==> config.mk <==
export PLATFORM = sky130hd
export DESIGN_NAME = div_ctrl_flat
export DESIGN_NICKNAME = d
export VERILOG_FILES = /design/src/rtl/div_ctrl_if.sv /design/src/rtl/div_ctrl.sv /design/src/flat_wrapper.sv
export SDC_FILE = /design/constraint.sdc
export NUM_CORES = 1
export LEC_CHECK = 0
export BUFFER_PORTS_ARGS = -buffer_cell sky130_fd_sc_hd__buf_2
export CAP_MARGIN = 15
export CORE_MARGIN = 1.5
export CORE_UTILIZATION = 60
export DETAILED_ROUTE_END_ITERATION = 12
export GPL_TIMING_DRIVEN = 0
export PLACE_DENSITY_LB_ADDON = 0.1
export REMOVE_ABC_BUFFERS = 1
export SYNTH_ARGS = -nofsm -noshare
export SYNTH_HDL_FRONTEND = slang
export SYNTH_SLANG_ARGS = --single-unit
==> constraint.sdc <==
create_clock -name clk -period 6.1 [get_ports clk]
set_input_delay 0 -clock clk [delete_from_list [all_inputs] [get_ports clk]]
set_output_delay 0 -clock clk [all_outputs]
set_load 0.01 [all_outputs]
==> src/rtl/div_ctrl_if.sv <==
// Handshake and data bundle between the EXE stage and the iterative divider.
// The EXE side drives the master modport; the divider uses the slave modport.
interface div_ctrl_if #(
   parameter int DATA_WIDTH = 32
);
   logic                  div_enable;
   logic                  div_signed;
   logic [DATA_WIDTH-1:0] dividend;
   logic [DATA_WIDTH-1:0] divisor;
   logic                  result_ack;
   logic                  flush;
   logic                  busy;
   logic                  div_complete;
   logic [DATA_WIDTH-1:0] quotient;
   logic [DATA_WIDTH-1:0] remainder;

   modport master (
      output div_enable, div_signed, dividend, divisor, result_ack, flush,
      input  busy, div_complete, quotient, remainder
   );

   modport slave (
      input  div_enable, div_signed, dividend, divisor, result_ack, flush,
      output busy, div_complete, quotient, remainder
   );
endinterface

==> src/rtl/div_ctrl.sv <==
// Iterative radix-2 restoring divider for DIV.W/MOD.W/DIV.WU/MOD.WU with its sequencer.
// state | meaning
// IDLE  | waiting for div_enable; operands latched on the starting edge
// RUN   | one restoring step per cycle, DATA_WIDTH cycles
// FIX   | sign correction of quotient/remainder into output registers
// DONE  | results valid and held until result_ack
module div_ctrl #(
   parameter int DATA_WIDTH = 32,
   parameter int CNT_WIDTH  = 5
) (
   input  logic       clk,
   input  logic       reset,
   div_ctrl_if.slave  bus
);

   typedef enum logic [1:0] {
      IDLE = 2'd0,
      RUN  = 2'd1,
      FIX  = 2'd2,
      DONE = 2'd3
   } state_t;

   localparam logic [DATA_WIDTH-1:0] ONE      = {{(DATA_WIDTH-1){1'b0}}, 1'b1};
   localparam logic [CNT_WIDTH-1:0]  CNT_LAST = CNT_WIDTH'(DATA_WIDTH - 1);

   state_t                  r_state;
   logic [CNT_WIDTH-1:0]    r_cnt;
   logic [2*DATA_WIDTH-1:0] r_acc;
   logic [DATA_WIDTH-1:0]   r_divisor;
   logic                    r_neg_q;
   logic                    r_neg_r;
   logic                    r_busy;
   logic                    r_done;
   logic [DATA_WIDTH-1:0]   r_quotient;
   logic [DATA_WIDTH-1:0]   r_remainder;

   logic                    w_dvd_neg;
   logic                    w_dvs_neg;
   logic [DATA_WIDTH-1:0]   w_dvd_abs;
   logic [DATA_WIDTH-1:0]   w_dvs_abs;
   logic                    w_ge;
   logic [DATA_WIDTH-1:0]   w_sub;
   logic [2*DATA_WIDTH-1:0] w_step;
   logic [DATA_WIDTH-1:0]   w_raw_q;
   logic [DATA_WIDTH-1:0]   w_raw_r;

   assign w_dvd_neg = bus.div_signed & bus.dividend[DATA_WIDTH-1];
   assign w_dvs_neg = bus.div_signed & bus.divisor[DATA_WIDTH-1];
   assign w_dvd_abs = w_dvd_neg ? (~bus.dividend + ONE) : bus.dividend;
   assign w_dvs_abs = w_dvs_neg ? (~bus.divisor + ONE) : bus.divisor;

   // The shifted partial remainder can reach DATA_WIDTH+1 bits when the divisor
   // is above half range, so the compare keeps the bit shifted out of the top.
   assign w_ge  = r_acc[2*DATA_WIDTH-1:DATA_WIDTH-1] >= {1'b0, r_divisor};
   assign w_sub = r_acc[2*DATA_WIDTH-2:DATA_WIDTH-1] - r_divisor;

   always_comb begin
      w_step = {r_acc[2*DATA_WIDTH-2:0], 1'b0};
      if (w_ge) begin
         w_step = {w_sub, r_acc[DATA_WIDTH-2:0], 1'b1};
      end
   end

   assign w_raw_q = r_acc[DATA_WIDTH-1:0];
   assign w_raw_r = r_acc[2*DATA_WIDTH-1:DATA_WIDTH];

   always_ff @(posedge clk or posedge reset) begin
      if (reset) begin
         r_state     <= IDLE;
         r_cnt       <= '0;
         r_acc       <= '0;
         r_divisor   <= '0;
         r_neg_q     <= 1'b0;
         r_neg_r     <= 1'b0;
         r_busy      <= 1'b0;
         r_done      <= 1'b0;
         r_quotient  <= '0;
         r_remainder <= '0;
      end else if (bus.flush) begin
         r_state <= IDLE;
         r_cnt   <= '0;
         r_busy  <= 1'b0;
         r_done  <= 1'b0;
      end else begin
         case (r_state)
            IDLE: begin
               if (bus.div_enable) begin
                  r_neg_q   <= w_dvd_neg ^ w_dvs_neg;
                  r_neg_r   <= w_dvd_neg;
                  r_divisor <= w_dvs_abs;
                  r_acc     <= {{DATA_WIDTH{1'b0}}, w_dvd_abs};
                  r_cnt     <= '0;
                  r_busy    <= 1'b1;
                  if (bus.divisor == '0) begin
                     // Divide by zero bypasses the iteration entirely.
                     r_state     <= DONE;
                     r_done      <= 1'b1;
                     r_quotient  <= '1;
                     r_remainder <= bus.dividend;
                  end else begin
                     r_state <= RUN;
                  end
               end
            end
            RUN: begin
               r_acc <= w_step;
               r_cnt <= r_cnt + CNT_WIDTH'(1);
               if (r_cnt == CNT_LAST) begin
                  r_state <= FIX;
               end
            end
            FIX: begin
               r_quotient  <= r_neg_q ? (~w_raw_q + ONE) : w_raw_q;
               r_remainder <= r_neg_r ? (~w_raw_r + ONE) : w_raw_r;
               r_done      <= 1'b1;
               r_state     <= DONE;
            end
            DONE: begin
               if (bus.result_ack) begin
                  r_state <= IDLE;
                  r_done  <= 1'b0;
                  r_busy  <= 1'b0;
               end
            end
            default: begin
               r_state <= IDLE;
               r_busy  <= 1'b0;
               r_done  <= 1'b0;
            end
         endcase
      end
   end

   assign bus.busy         = r_busy;
   assign bus.div_complete = r_done;
   assign bus.quotient     = r_quotient;
   assign bus.remainder    = r_remainder;

endmodule

==> src/flat_wrapper.sv <==
// flat-port wrapper written by rule: the top's interface ports become plain ports
module div_ctrl_flat 
#(
   parameter int DATA_WIDTH = 32,
   parameter int CNT_WIDTH  = 5
)
  (clk, reset, bus_div_enable, bus_div_signed, bus_dividend, bus_divisor, bus_result_ack, bus_flush, bus_busy, bus_div_complete, bus_quotient, bus_remainder);
  div_ctrl_if #(.DATA_WIDTH(DATA_WIDTH)) bus_i ();
  input  logic clk;
  input  logic reset;
  input wire logic [$bits(bus_i.div_enable)-1:0] bus_div_enable;
  input wire logic [$bits(bus_i.div_signed)-1:0] bus_div_signed;
  input wire logic [$bits(bus_i.dividend)-1:0] bus_dividend;
  input wire logic [$bits(bus_i.divisor)-1:0] bus_divisor;
  input wire logic [$bits(bus_i.result_ack)-1:0] bus_result_ack;
  input wire logic [$bits(bus_i.flush)-1:0] bus_flush;
  output wire logic [$bits(bus_i.busy)-1:0] bus_busy;
  output wire logic [$bits(bus_i.div_complete)-1:0] bus_div_complete;
  output wire logic [$bits(bus_i.quotient)-1:0] bus_quotient;
  output wire logic [$bits(bus_i.remainder)-1:0] bus_remainder;
  assign bus_i.div_enable = bus_div_enable;
  assign bus_i.div_signed = bus_div_signed;
  assign bus_i.dividend = bus_dividend;
  assign bus_i.divisor = bus_divisor;
  assign bus_i.result_ack = bus_result_ack;
  assign bus_i.flush = bus_flush;
  assign bus_busy = bus_i.busy;
  assign bus_div_complete = bus_i.div_complete;
  assign bus_quotient = bus_i.quotient;
  assign bus_remainder = bus_i.remainder;
  div_ctrl #(.DATA_WIDTH(DATA_WIDTH), .CNT_WIDTH(CNT_WIDTH)) u_core (.clk(clk), .reset(reset), .bus(bus_i));
endmodule
==> results.toml, run 1 <==
[sta]
max-slew-margin-rel_pct = 32.52
rsz0062_at_grt = "false"
fin_crit_sh_pct = 58.78
setup_tns_ns = 0
max_freq_mhz = 278.9
setup_viol = 0
tightest_slew_ns = 1.010
slew_viol_final = 0
fin_skew_ns = 0.01341
fin_crit_ns = 3.586
timing_hold_violations_final = 0

[cts]
cts.htree.levels = 4
cts_buffers = 17
cts_setup_buffers = 0
cts_tree = "yes"
clock-sinks = 171
ctsLongestPathBuffers = 2
path_clk_slew_ns = 0.07
clock_latency_ns = 0.43
cts_root_buf = "clkbuf_16"

[routing]
vias_per_cell = 5.784
wl_per_cell_um = 16.08
drc = 0
first_pass_iters = 5
routed_wl_mm = 29.58
vias = 10640
postRouteAntennaNets = 0
drtIter0Drc = 735

[placement]
io_buffers = 135
placedCellCount = 1736
dp_hpwl_mm = 20.68
gp_congestion = 0.9297

[floorplanning]
dieArea_um2 = 20310
fp.dieH_um = 142.5
initial_utilization_pct = 61.83
io-pin-count = 136
core_um2 = 18890
rows = 50
die_x_um = 142.5

[yosys]
async_flop_share_pct = 100.0
synth_edf_count = 0
ys_warn_count = 0
synth_most_common_cell = "nand2_1"
syn_inst = 1410
synth_largest_area_cell = "dfrtp_1"
synth-seq-cells = 171
syn_avg_cell_area_um2 = 8.285
synth_common_cells = "nand2_1, dfrtp_1, o21ai_0"
ys_seq_area_share_pct = 36.63
synth_top_area_share_pct = 36.63
synth-main-ff-cell = "dfrtp_1"
netlist_area_um2 = 11680
ys_top_cells_by_area = "dfrtp_1, nand2_1, o21ai_0"
ys_types = 67

[worst_hold_path]
min_from = "bus_div_enable"
hold_path_class = "in2reg"
whs_path_depth = 5
worstHoldEndpoint = "u_core.bus.div_complete"

[layout]
fin_nets = 1681
drive_above_1_share_pct = 12.85
syn2layout_area_growth_pct = 18.35
n_antenna_cell = 0
fillers = 1493
final_cell_count_no_fill = 1840

[power_and_ir_drop]
irDropWorstVdd_uv = 255.3
seqPwrFrac_pct = 30.4
power_density_nw_per_um2 = 503.0
p_comb_share_pct = 54.2
leakagePower_nw = 6.192
intPower_w = 0.003744
swShare_pct = 46.16
p_switching_w = 0.003210
power_frac_clock_pct = 15.4

[worst_setup_path]
reg2reg_slack_ns = 2.51
path_buf_inv = 0
critPathCaptureType = "register"
crit_chain = "ha_1 > and3_1 > nor3b_1 > a41oi_1 > o21ai_0 > a41oi_2 > nand2_1 > mux2i_1 > o21ai_0"
critPathMaxFanout = 15
ff2ff_path_depth = 9
critPathLaunchType = "register"
r2r-start = "u_core.r_acc[58]"
cpLargestDelayFamily = "simple AND/OR/NAND/NOR gates"
worst_path_most_repeated_cell = "o21ai_0"
crit_slowest_cell = "nand2_1"
crit_required_ns = 6.38
critPathMaxStageDelay_ns = 0.85
r2r_end = "u_core.r_acc[43]"
arrival_ns = 3.87
setup.worst_path.class = "reg2reg"

[grt]
grt_pass1_wl_mm = 48.38
antenna_found_initial = 0
groute.usage.overall_pct = 29.70
grt_max_degree = 106
grt_pass1_vias = 9885
grt_remaining_overflow = 0

[run]
cap_violations = 0

[status]
run_status = "complete, no violations"
-- how the worst max path moves through the flow --
stage	depth (start not counted)	startpoint	endpoint
detailed placement	12	u_core.r_acc[31]	u_core.r_acc[60]
global placement	2	reset	u_core.r_cnt[3]
global route	9	u_core.r_acc[40]	u_core.r_acc[49]
CTS	12	u_core.r_acc[31]	u_core.r_acc[60]
floorplan	1	reset	u_core.bus.busy
finish	9	u_core.r_acc[58]	u_core.r_acc[43]
-- through the flow --
step                      util (%)  hold WS, ns  power [W]  cell area, um^2  setup WS, ns
final                        73.17      0.06436   0.006954            13820         2.514
after global routing         73.17      0.09620   0.007536            13820         2.311
after CTS                    73.17      0.04356   0.006927            13820         2.581
after detailed placement     66.24      0.06402   0.005795            12510         2.593
after global placement       65.48       0.2785   0.005685            12370       -0.3273
after floorplan                  -      0.06641   0.004748            11370         1.468
-- state kept, by name, summed over array words and instances, names as in the netlist --
register / count
u_core.bus.remainder: 32
u_core.r_neg_q: 1
u_core.r_divisor: 32
u_core.bus.quotient: 32
u_core.r_neg_r: 1
u_core.r_state: 2
u_core.bus.busy: 1
u_core.bus.div_complete: 1
u_core.r_cnt: 5
u_core.r_acc: 64
-- repair_timing --
| item | 4_1_cts | 5_1_grt |
|---|---|---|
| hold buffers | 73 | 0 |
| hold endpoints to repair | 141 | 0 |
| gates resized for setup | 0 | 0 |
-- power groups by stage --
| stage | clock (W) | sequential (W) | combinational [W] |
|---|---|---|---|
| after detailed placement | 0 | 0.00212 | 0.00367 |
| final | 0.00107 | 0.00211 | 0.00377 |
| after global placement | 0 | 0.00210 | 0.00359 |
| after global routing | 0.00113 | 0.00218 | 0.00423 |
| after CTS | 0.00108 | 0.00210 | 0.00374 |
| after floorplan | 0 | 0.00209 | 0.00265 |
-- kinds of logic after synthesis --
group	count (synthesis)	share of synthesized area [%]
and+or+nand+nor	454	17.76
AOI/OAI and AO/OA	431	22.70
DFF	171	36.63
xor gates and xnor gates	144	10.80
buffers and inverters	133	4.520
adders and majority gates	43	4.670
muxes	34	2.924
-- per-layer routing --
layer  global-route usage (%)  wire (um)  up-vias
li1                         -          -     5331
met1                    39.14      13560     4972
met2                    49.82      13970      287
met3                    5.047       1367       53
met4                    9.604        685        0
met5                        0          0        -
-- worst reg2reg max path: cells and delay by family (launching register included) --
family                     cells  cell delay (ns)
AOI/OAI and AO/OA              4             0.62
DFF                            1             0.47
muxes                          1             0.26
and+or+nand+nor                3             1.61
adders and majority gates      1             0.47
-- layout by cell type (no fill, tap or decap), types with 16 or more instances in the layout --
cell type	count
xor2_1	93
o211ai_1	16
clkbuf_16	17
xnor2_1	51
a32oi_1	17
dlygate4sd3_1	73
inv_1	57
dfrtp_1	171
a31oi_1	40
o21ai_0	167
nor2_1	97
buf_2	135
a21oi_1	78
o31ai_1	29
nand3_1	22
mux2i_1	33
ha_1	40
nand2_1	223
nor3_1	18
-- cell type report --
class,instances,area [um^2],area share [%]
clock buffer,20,466.7,3.376
clock inverter,11,112.6,0.8146
inverter,58,225.2,1.629
multi-input combinational,1106,6900,49.91
sequential,171,4279,30.95
tap,260,325.3,2.353
timing repair buffer,214,1515,10.96
(Power assumes the default switching activity.)
==> run 2, diff against run 1 <==
==> constraint.sdc (replaced) <==
create_clock -name clk -period 3.5 [get_ports clk]
set_input_delay 0 -clock clk [delete_from_list [all_inputs] [get_ports clk]]
set_output_delay 0 -clock clk [all_outputs]
set_load 0.01 [all_outputs]
==> results.toml, run 2 (synthesis results as in run 1) <==
[floorplanning]
dieArea_um2 = 20310
die_x_um = 142.5
core_um2 = 18890
fp.dieH_um = 142.5
initial_utilization_pct = 61.83
io-pin-count = 136
rows = 50

[power_and_ir_drop]
leakagePower_nw = 6.210
p_total_w = 0.01217
power_density_nw_per_um2 = 875.5
irDropWorstVdd_uv = 446.0

[sta]
fin_crit_ns = 3.276
fin_skew_ns = 0.01265
slew_viol_final = 0
rsz0062_at_grt = "false"
timing_hold_violations_final = 0
max_freq_mhz = 305.2
setup_ws_ns = 0.2236
tightest_slew_ns = 0.9667
setup_tns_ns = 0
max-slew-margin-rel_pct = 34.96
fin_crit_sh_pct = 93.61
setup_viol = 0

[layout]
syn2layout_area_growth_pct = 18.97
final_area_um2 = 13900
n_antenna_cell = 0
drive_above_1_share_pct = 13.27
fillers = 1479
final_common_cell = "nand2_1"
final_cell_mix = "nand2_1, dfrtp_1, o21ai_0"
top_register = "u_core.r_acc"
largest_reg_flops = 64
fin_util_pct = 73.56
fin_nets = 1684

[grt]
grt_max_degree = 106
antenna_found_initial = 0
grt_remaining_overflow = 0
grt_pass1_vias = 9898
groute.usage.overall_pct = 29.74
grt_pass1_wl_mm = 48.43

[cts]
path_clk_slew_ns = 0.06
cts_root_buf = "clkbuf_16"
cts.htree.levels = 4
clock-sinks = 171
cts_tree = "yes"
cts_buffers = 17
clock_latency_ns = 0.43
ctsLongestPathBuffers = 2

[worst_hold_path]
min_from = "bus_div_enable"
hold_path_class = "in2reg"

[worst_setup_path]
critPathLaunchType = "register"
crit_chain = "inv_2 > ha_1 > inv_1 > fa_1 > a21o_1 > a221o_1 > a211o_1 > a41oi_4 > nor2_1 > nor3_1 > xor2_1 > o31ai_1"
critPathMaxStageDelay_ns = 0.43
startpoint = "u_core.r_acc[31]"
critPathMaxFanout = 4
crit_slowest_cell = "dfrtp_1"
crit_required_ns = 3.79
setup.worst_path.class = "reg2reg"
r2r-start = "u_core.r_acc[31]"
critPathCaptureType = "register"
arrival_ns = 3.57

[placement]
dpl_cell_area_um2 = 12510
dp_hpwl_mm = 20.68
dp_slack_ns = -0.007459
io_buffers = 135
gp_congestion = 0.9297

[routing]
vias_per_cell = 5.810
vias = 10710
wl_per_cell_um = 16.33
postRouteAntennaNets = 0
routed_wl_mm = 30.10
drtIter0Drc = 738
first_pass_iters = 5
drc = 0

[run]
cap_violations = 0

[status]
run_status = "complete, no violations"
## run 2: layout make-up
class / instances / area (um^2) / share of cell area (%)
multi-input combinational: 1107 / 6945 / 49.98
sequential: 171 / 4279 / 30.79
timing repair buffer: 216 / 1543 / 11.10
clock buffer: 20 / 466.7 / 3.358
tap: 260 / 325.3 / 2.341
inverter: 58 / 225.2 / 1.621
clock inverter: 11 / 112.6 / 0.8103
## run 2: final timing paths
path | endpoint | slack, ns | cells past startpoint
hold reg to reg | u_core.r_divisor[11] | 0.48 | 2
max in group asynchronous | u_core.r_acc[43] | 2.44 | 4
setup reg to reg | u_core.r_acc[60] | 0.22 | 12
setup / recovery | u_core.r_acc[60] | 0.22 | 12
min in group asynchronous | u_core.bus.quotient[3] | 0.15 | 3
hold / removal | u_core.bus.div_complete | 0.07 | 5
## run 2: timing repair
action | CTS | global route
hold endpoints to repair | 141 | 0
pin swaps | 0 | 1
endpoints found under the setup margin | 1 | 65
setup buffers | 0 | 2
gates cloned | 0 | 1
hold buffers | 73 | 0
resized for setup | 1 | 6
## run 2: routing by layer
layer	global-route usage [%]	wire length, um	part of all wire [%]
met4	9.821	766	2.5
met1	39.20	13600	45
met5	0	0	0
met3	5.047	1584	5.3
met2	49.77	14150	47
## run 2: where the power goes
part / internal (W) / total (W) / switching, W
Sequential: 0.00280 / 0.00368 / 0.000881
Combinational: 0.00270 / 0.00661 / 0.00392
Clock: 0.00104 / 0.00187 / 0.000827
## run 2: through the flow
stage,cells,hold slack [ns]
after floorplan,1335,0.06641
after global placement,1730,0.2785
after detailed placement,1736,0.06402
after CTS,1840,0.04356
after global routing,1843,0.09623
final,1843,0.06558
## run 2: worst max-delay path: cells and delay by family (launching register included)
kind                     cells  cell delay (ns)
flip-flops                   1             0.43
buffers and inverters        2             0.20
AND/OR/NAND/NOR              2             0.30
AO/OA/AOI/OAI                5             1.37
XOR/XNOR                     1             0.26
adder cells (fa/ha/maj)      2             0.57
==> run 3, diff against run 2 <==
--- a/config.mk
+++ b/config.mk
@@ -8,7 +8,7 @@
 export BUFFER_PORTS_ARGS = -buffer_cell sky130_fd_sc_hd__buf_2
 export CAP_MARGIN = 15
 export CORE_MARGIN = 1.5
-export CORE_UTILIZATION = 60
+export CORE_UTILIZATION = 64
 export DETAILED_ROUTE_END_ITERATION = 12
 export GPL_TIMING_DRIVEN = 0
 export PLACE_DENSITY_LB_ADDON = 0.1
==> constraint.sdc (replaced) <==
create_clock -name clk -period 3.79 [get_ports clk]
set_input_delay 0 -clock clk [delete_from_list [all_inputs] [get_ports clk]]
set_output_delay 0 -clock clk [all_outputs]
set_load 0.01 [all_outputs]
==> results.toml, run 3 (synthesis results as in run 1) <==
[status]
run_status = "complete, no violations"

[sta]
setup_tns_ns = 0
timing_hold_violations_final = 0
setup_ws_ns = 0.2125
max-slew-margin-rel_pct = 31.80
rsz0062_at_grt = "false"
max_freq_mhz = 279.5
setup_viol = 0
slew_viol_final = 0
fin_crit_ns = 3.577
tightest_slew_ns = 1.014
fin_crit_sh_pct = 94.39
fin_skew_ns = 0.01337

[routing]
drc = 0
wl_per_cell_um = 16.77
vias_per_cell = 6.023
postRouteAntennaNets = 0
vias = 10900
routed_wl_mm = 30.35
drtIter0Drc = 941
first_pass_iters = 5

[layout]
final_area_um2 = 13820
final_cell_mix = "nand2_1, dfrtp_1, o21ai_0"
final_cell_count_no_fill = 1810
top_register = "u_core.r_acc"
n_antenna_cell = 0
drive_above_1_share_pct = 12.97
syn2layout_area_growth_pct = 18.30
final_common_cell = "nand2_1"
largest_reg_flops = 64
fin_nets = 1681

[placement]
gp_congestion = 0.9239
dpl_cell_area_um2 = 12500
io_buffers = 135
dp_hpwl_mm = 20.54
dp_slack_ns = 0.2933
placedCellCount = 1706

[cts]
cts.htree.levels = 4
cts_root_buf = "clkbuf_16"
path_clk_slew_ns = 0.07
cts_tree = "yes"
clock_latency_ns = 0.44
ctsLongestPathBuffers = 2
cts_buffers = 17
clock-sinks = 171

[grt]
groute.usage.overall_pct = 32.59
antenna_found_initial = 0
grt_max_degree = 106
grt_remaining_overflow = 0
grt_pass1_wl_mm = 51.29
grt_pass1_vias = 10290

[worst_setup_path]
cp.depth = 9
critPathMaxStageDelay_ns = 0.74
r2r_end = "u_core.r_acc[32]"
crit_slowest_cell = "and2_1"
crit_chain = "ha_1 > a21oi_1 > a21oi_1 > a211oi_1 > a21bo_2 > a41oi_2 > and2_1 > mux2i_1 > a22o_1"
ff2ff_path_depth = 9
worst_path_most_repeated_cell = "a21oi_1"
path_buf_inv = 0
cpLargestDelayFamily = "compound AO/OA/AOI/OAI gates"
startpoint = "u_core.r_acc[40]"
setup.worst_path.class = "reg2reg"
r2r-start = "u_core.r_acc[40]"
crit_required_ns = 4.11
critPathMaxFanout = 20
crit_end = "u_core.r_acc[32]"
critPathCaptureType = "register"
critPathLaunchType = "register"
arrival_ns = 3.90
reg2reg_slack_ns = 0.21

[floorplanning]
core_um2 = 17900
dieArea_um2 = 19070
die_x_um = 138.1
rows = 49
fp.dieH_um = 138.1
initial_utilization_pct = 65.25
io-pin-count = 136

[power_and_ir_drop]
power_frac_clock_pct = 15.7
leakagePower_nw = 6.217
power_density_nw_per_um2 = 815.7
swShare_pct = 46.32
p_switching_w = 0.005221
intPower_w = 0.006050
seqPwrFrac_pct = 30.2
irDropWorstVdd_uv = 468.9
p_comb_share_pct = 54.1

[run]
cap_violations = 0

[worst_hold_path]
hold_path_class = "in2reg"
-- run 3: per-stage QoR --
stage | util [%] | hold slack [ns] | total power [W]
after floorplan | - | 0.06641 | 0.007643
after global placement | 68.89 | 0.2769 | 0.009118
after detailed placement | 69.82 | 0.07295 | 0.009321
after CTS | 77.17 | 0.007949 | 0.01118
after global routing | 77.19 | 0.04230 | 0.01222
final | 77.19 | 0.009168 | 0.01127
-- run 3: area by class of cell --
class / count / area, um^2
multi-input cells: 1106 / 6903
repair buffers: 214 / 1529
well taps: 229 / 286.5
clock inverters: 14 / 166.4
inverters: 58 / 225.2
fillers: 1351 / 4084
clock buffers: 18 / 429.2
flip-flops and latches: 171 / 4279
-- run 3: power by group through the flow --
stage	clock [W]	combinational (W)	sequential, W
6_report	0.00177	0.00609	0.00340
5_1_grt	0.00186	0.00683	0.00353
4_1_cts	0.00178	0.00602	0.00338
3_5_place_dp	0	0.00591	0.00341
3_3_place_gp	0	0.00576	0.00336
2_1_floorplan	0	0.00427	0.00337
-- run 3: worst min-delay path: stages --
cell and delay, ns:
buf_2 0.12, inv_1 0.08, xnor2_1 0.12, o21ai_0 0.08
-- run 3: layer usage --
layer / wire, um / GRT usage (%) / share of wire (%)
met5: 0 / 0 / 0
met4: 702 / 10.58 / 2.3
met3: 1568 / 5.265 / 5.2
met2: 14430 / 53.68 / 48
met1: 13650 / 44.22 / 45
-- run 3: worst min path at each step --
| stage | start | end | cells after the start |
|---|---|---|---|
| floorplan | bus_flush | u_core.bus.busy | 1 |
| global placement | bus_dividend[11] | u_core.bus.remainder[11] | 3 |
| detailed placement | reset | u_core.bus.quotient[2] | 2 |
| CTS | bus_divisor[13] | u_core.r_divisor[13] | 4 |
| global route | bus_divisor[13] | u_core.r_divisor[13] | 4 |
| finish | bus_divisor[13] | u_core.r_divisor[13] | 4 |
-- run 3: what timing repair did --
| item | 4_1_cts | 5_1_grt |
|---|---|---|
| setup buffers | 0 | 0 |
| setup endpoints to repair | 0 | 2 |
| endpoints found under the hold margin | 142 | 0 |
| hold buffers | 72 | 0 |
| resized for setup | 0 | 1 |
